`src/rtl/td4_sequencer.sv`:
```
// TD4-class 4-bit sequencer: fetches from an external 16x8 ROM at PC and executes
// one instruction per enable, either at a divided run rate or on a step edge.
module td4_sequencer #(
    parameter int unsigned CLK_DIV = 1
) (
    input  logic       clock,
    input  logic       reset,
    input  logic       run,
    input  logic       step,
    output logic [3:0] rom_address,
    input  logic [7:0] rom_data,
    input  logic [3:0] in_port,
    output logic [3:0] out_port,
    output logic       carry,
    output logic       retire
);

    localparam int unsigned      DIV_W    = (CLK_DIV > 1) ? $clog2(CLK_DIV) : 1;
    localparam logic [DIV_W-1:0] DIV_LAST = DIV_W'(CLK_DIV - 1);

    localparam logic [3:0] OP_ADD_A = 4'b0000;
    localparam logic [3:0] OP_ADD_B = 4'b0101;
    localparam logic [3:0] OP_MOV_AI = 4'b0011;
    localparam logic [3:0] OP_MOV_BI = 4'b0111;
    localparam logic [3:0] OP_MOV_AB = 4'b0001;
    localparam logic [3:0] OP_MOV_BA = 4'b0100;
    localparam logic [3:0] OP_IN_A  = 4'b0010;
    localparam logic [3:0] OP_IN_B  = 4'b0110;
    localparam logic [3:0] OP_OUT_I = 4'b1011;
    localparam logic [3:0] OP_OUT_B = 4'b1001;
    localparam logic [3:0] OP_JMP   = 4'b1111;
    localparam logic [3:0] OP_JNC   = 4'b1110;

    logic [3:0]       r_pc;
    logic [3:0]       r_a;
    logic [3:0]       r_b;
    logic             r_c;
    logic [3:0]       r_out;
    logic [DIV_W-1:0] r_div;
    logic             r_step_d;
    logic             r_retire;

    logic             w_exec_en;
    logic [3:0]       w_op;
    logic [3:0]       w_im;
    logic [3:0]       w_src;
    logic [4:0]       w_sum;
    logic [3:0]       w_pc_next;
    logic [3:0]       w_a_next;
    logic [3:0]       w_b_next;
    logic [3:0]       w_out_next;
    logic             w_c_next;

    assign w_op = rom_data[7:4];
    assign w_im = rom_data[3:0];

    // Step edges only count in step mode; the divider alone paces run mode.
    assign w_exec_en = run ? (r_div == DIV_LAST) : (step & ~r_step_d);

    always_comb begin
        w_src      = (w_op == OP_ADD_B) ? r_b : r_a;
        w_sum      = {1'b0, w_src} + {1'b0, w_im};
        w_pc_next  = r_pc + 4'd1;
        w_a_next   = r_a;
        w_b_next   = r_b;
        w_out_next = r_out;
        w_c_next   = 1'b0;
        case (w_op)
            OP_ADD_A: begin
                w_a_next = w_sum[3:0];
                w_c_next = w_sum[4];
            end
            OP_ADD_B: begin
                w_b_next = w_sum[3:0];
                w_c_next = w_sum[4];
            end
            OP_MOV_AI: w_a_next   = w_im;
            OP_MOV_BI: w_b_next   = w_im;
            OP_MOV_AB: w_a_next   = r_b;
            OP_MOV_BA: w_b_next   = r_a;
            OP_IN_A:   w_a_next   = in_port;
            OP_IN_B:   w_b_next   = in_port;
            OP_OUT_I:  w_out_next = w_im;
            OP_OUT_B:  w_out_next = r_b;
            OP_JMP:    w_pc_next  = w_im;
            OP_JNC:    w_pc_next  = r_c ? (r_pc + 4'd1) : w_im;
            default:   ;
        endcase
    end

    always_ff @(posedge clock) begin
        if (reset) begin
            r_pc     <= '0;
            r_a      <= '0;
            r_b      <= '0;
            r_c      <= 1'b0;
            r_out    <= '0;
            r_div    <= '0;
            r_step_d <= 1'b0;
            r_retire <= 1'b0;
        end else begin
            r_step_d <= step;
            r_retire <= w_exec_en;
            if (!run || r_div == DIV_LAST) begin
                r_div <= '0;
            end else begin
                r_div <= r_div + DIV_W'(1);
            end
            if (w_exec_en) begin
                r_pc  <= w_pc_next;
                r_a   <= w_a_next;
                r_b   <= w_b_next;
                r_c   <= w_c_next;
                r_out <= w_out_next;
            end
        end
    end

    assign rom_address = r_pc;
    assign out_port    = r_out;
    assign carry       = r_c;
    assign retire      = r_retire;

endmodule

```
`config.mk`:
```
export PLATFORM = sky130hd
export DESIGN_NAME = td4_sequencer
export DESIGN_NICKNAME = d
export VERILOG_FILES = /design/src/rtl/td4_sequencer.sv
export SDC_FILE = /design/constraint.sdc
export NUM_CORES = 1
export LEC_CHECK = 0
export ABC_AREA = 0
export CAP_MARGIN = 20
export CORE_MARGIN = 5
export CORE_UTILIZATION = 45
export CTS_CLUSTER_DIAMETER = 60
export DETAILED_ROUTE_END_ITERATION = 7
export GPL_TIMING_DRIVEN = 0
export PLACE_DENSITY = 0.8
export SYNTH_ARGS = -nofsm -noshare
export SYNTH_HDL_FRONTEND = slang
export SYNTH_SLANG_ARGS = --single-unit
```
`constraint.sdc`:
```
create_clock -name clock -period 2.9 [get_ports clock]
set_input_delay 0.435 -clock clock [delete_from_list [all_inputs] [get_ports clock]]
set_output_delay 0.435 -clock clock [all_outputs]
set_load 0.02 [all_outputs]
```
==> summary.txt, run 1 <==
Hold path
  – Hold EP: r_a[2]
  – WHS Path Cells: 2
  – Hold Crit Class: register to register
  – Hold path start: r_a[2]

STA
  – RSZ-0062 raised after global routing: no
  – Crit share post-route: a little over nine tenths
  – Clk_skew: 6.13 ps
  – Slew @ Worst Pin: 716 ps
  – Max-slew violation count: 0
  – Tmin final: 2760 ps
  – Fmax: 0.362 GHz
  – Slew headroom: around 52%
  – Final setup fails: 0
  – Fin. Hold Viols: 0

Global routing
  – Largest net degree at the start of global routing: 13
  – Vias in the first global route: 1311
  – Global-route wire length before repair: a little over 6000 µm
  – Initial antenna violation count: 0
  – Total congestion overflow: 0
  – Total GRT Usage: 18.8%

Die
  – Initial Util: between 40% and 50%
  – # rows: 20
  – CORE AREA: 2980 µm²
  – Die Span Y: 64.9 µm
  – Die area: 4220 µm²
  – # IOs: 26
  – Die Wd: 64.9 µm

Outcome
  – Outcome: complete, no violations

CTS
  – CTS tree: done
  – Clock buffer depth: 2
  – Clk sinks: 20
  – Root Driver: clkbuf_4
  – CTS buffer count: 3
  – Worst-Skew Late Latency: 310 ps
  – Cts hold-fix bufs: 0
  – CTS clk-pin slew, worst paths: 120 ps
  – Htree depth: 1

Setup path
  – Flop2flop setup slack: 900 ps
  – Setup CP Type: primary input to register
  – Crit end category: register
  – Critical Path AT: just under 3000 ps
  – Crit path max-delay family: simple AND/OR/NAND/NOR gates
  – Crit path largest cell delay: 520 ps
  – WP buf/inv: 1
  – Crit path max-delay cell type: clkdlybuf4s50_1
  – R2r startpoint: r_b[0]
  – Crit Path Max Fanout: 8
  – CP Launch Point: rom_data[7]
  – Cell count of the worst reg-to-reg path: 8
  – Worst-path cell chain: clkdlybuf4s50_1 > nand2b_2 > nor2_4 > mux2_2 > ha_1 > and3_1 > or3_1 > a22oi_1 > o41ai_1
  – CP Launch Type: primary input
  – Required time worst endpoint: 3080 ps
  – FF-to-FF End: r_a[2]

Synthesis
  – Synth Warn #: 0
  – Sequential cell area fraction in the yosys report: 29.5%
  – Post-Syn Area per Cell: 8.87 µm²
  – Synth area leaders: dfxtp_1, mux2i_1, mux2_2, ha_1, a211oi_2
  – Commonest cells post-synth: dfxtp_1, nand2_1, nor2_1, mux2i_1
  – Async S/R FF share, synth: 0%
  – EDFF count, synth: 0
  – Synthesized flop and latch total: 20
  – Area leader, netlist: dfxtp_1
  – Post-Syn Area: 1360 µm²
  – Post-synth top area share: between 20 and 30%
  – Cell with the most instances after synthesis: dfxtp_1
  – Syn nets: between 150 and 200
  – Synthesized netlist cell count: around 150
  – Yosys cell types: 48
  – Top FF cell, synth: dfxtp_1

Routing
  – Total wire length: ~3700 µm
  – Iteration-0 DRC count of the detailed router: 141
  – DRC Markers: 0
  – Drt wl/cell: 17.5 µm
  – Vias: 1302
  – Vias/cell: 6.11
  – DR pass1 iterations: 4
  – Antenna Nets Post-Route: 0

Layout
  – Fin cells: around 210
  – # diodes: 0
  – Area Growth Syn to Fin: 25.2%
  – Final #Nets: between 200 and 250
  – Fillers: between 200 and 300
  – Design Area, Final: ~1700 µm²
  – Share of layout cells above drive strength 1: 16.7%

Placed design
  – Area after detailed placement: 1630 µm²
  – Dpl cells: around 210
  – GPL Wtd Cong: 0.960
  – Port buffer count: 23
  – DP Wirelength: about 3000 µm

Job
  – Max_cap viols: 0

Power
  – Clock Power Share: 33.8%
  – Maximum vdd drop: 0.000252 V
  – LEAKAGE: 0.000640 µW
  – Reg power frac: 42.7%
  – P_int: between 500 and 600 µW
  – P per Cell Area: 410 nW/µm²
  – Power, Total: just under 700 µW
  – Switching part of the total: about 28%
  – Logic gate share of total power: a little under a quarter
  – Net switching power: roughly 200 µW
## layer usage
layer | share of wire, % | GRT usage, %
met1 | 42 | 23.2
met2 | 50 | 33.8
met3 | 7.0 | 3.47
met4 | 1.0 | 3.69
met5 | 0 | 0
## state kept, by name, indices dropped and copies added, names as in the netlist
signal and cells:
retire 1, r_step_d 1, out_port 4, r_a 4
r_div 1, carry 1, rom_address 4, r_b 4
## cell type report
class | instances | area [µm²] | share of cell area [%]
inverters | 5 | 18.8 | 1.10
repair buffers | 23 | 230 | 13.5
plain buffers | 6 | 35.0 | 2.06
clock inverters | 1 | 30.0 | 1.77
well taps | 33 | 41.3 | 2.43
clock buffers | 3 | 22.5 | 1.33
flip-flops and latches | 20 | 400 | 23.6
multi-input cells | 122 | 921 | 54.2
## logic make-up (layout without fill, tap and decap cells)
| kind of cell | Yosys count | count (layout) | synth area share [%] |
|---|---|---|---|
| multiplexers | 15 | 15 | 11.7 |
| adder cells (fa/ha/maj) | 7 | 7 | 7.00 |
| AO/OA/AOI/OAI | 41 | 41 | 23.9 |
| AND/OR/NAND/NOR | 56 | 56 | 22.4 |
| other | 1 | 1 | 0.276 |
| XOR/XNOR | 2 | 2 | 1.29 |
| buffers and inverters | 11 | 38 | 3.96 |
| flip-flops | 20 | 20 | 29.5 |
## worst max path at each step
| stage | depth (start not counted) | to | slack, ps |
|---|---|---|---|
| after global placement | 9 | r_b[3] | -310 |
| after floorplan | 9 | r_b[3] | 480 |
| after global routing | 9 | r_b[3] | 20 |
| after CTS | 9 | r_b[3] | 20 |
| after detailed placement | 9 | r_b[3] | -310 |
| final | 9 | r_b[3] | 140 |
## power by group through the flow
stage | combinational (µW) | sequential (µW) | clock [µW]
after detailed placement | 160 | 303 | 0
final | 164 | 297 | 235
after CTS | 161 | 297 | 238
after global routing | 177 | 299 | 250
after floorplan | 91.0 | 309 | 0
after global placement | 154 | 302 | 0
## timing repair
item / 4_1_cts / 5_1_grt
gates resized for setup: 0 / 4
setup endpoints to repair: 0 / 6
buffers inserted: 0 / 0
## worst reg2reg max path: cells and delay by family (launching register included)
kind                       cells  cell delay, ps
adders and majority gates      2             580
DFF                            1             420
AOI/OAI and AO/OA              3             390
xor gates and xnor gates       1             240
muxes                          1             180
buffers and inverters          1              60
## per-stage QoR
step                      setup slack (ps)  TNS [ps]  hold WS [ps]  utilization [%]
after floorplan                        475         0           447                -
after global placement                -308     -1410           461             54.7
after detailed placement              -308     -1570           462             54.7
after CTS                             19.9         0           482             56.5
after global routing                  17.9         0           504             57.1
final                                  136         0           480             57.1
## cell usage in the layout, fill, tap and decap left out, types with 2 or more instances in the layout
cell | Yosys | final
nor3_1 | 3 | 3
o31ai_1 | 3 | 3
a211oi_2 | 4 | 4
nand2_1 | 13 | 13
ha_1 | 6 | 6
a22oi_1 | 2 | 2
a211oi_1 | 2 | 2
o21ai_0 | 6 | 6
o41ai_1 | 5 | 4
a21oi_1 | 5 | 5
clkbuf_1 | 3 | 3
clkdlybuf4s50_1 | 0 | 23
dfxtp_1 | 20 | 20
inv_1 | 5 | 5
o211ai_1 | 2 | 2
nand2b_1 | 3 | 2
xor2_1 | 2 | 2
mux2_2 | 7 | 7
nor2_1 | 13 | 12
a32o_1 | 2 | 2
clkbuf_4 | 0 | 3
mux2i_1 | 8 | 8
nor2b_1 | 5 | 5
o2111ai_1 | 2 | 2
nand3_1 | 7 | 7
Note: power is estimated with default switching activity, not from simulation.
==> run 2: changes to the inputs <==
--- a/config.mk
+++ b/config.mk
@@ -9,7 +9,7 @@
 export CAP_MARGIN = 20
 export CORE_MARGIN = 5
 export CORE_UTILIZATION = 45
-export CTS_CLUSTER_DIAMETER = 60
+export CTS_CLUSTER_DIAMETER = 30
 export DETAILED_ROUTE_END_ITERATION = 7
 export GPL_TIMING_DRIVEN = 0
 export PLACE_DENSITY = 0.8
==> results of run 2 <==
The final DEF is identical to that of run 1; final timing and power are the same.
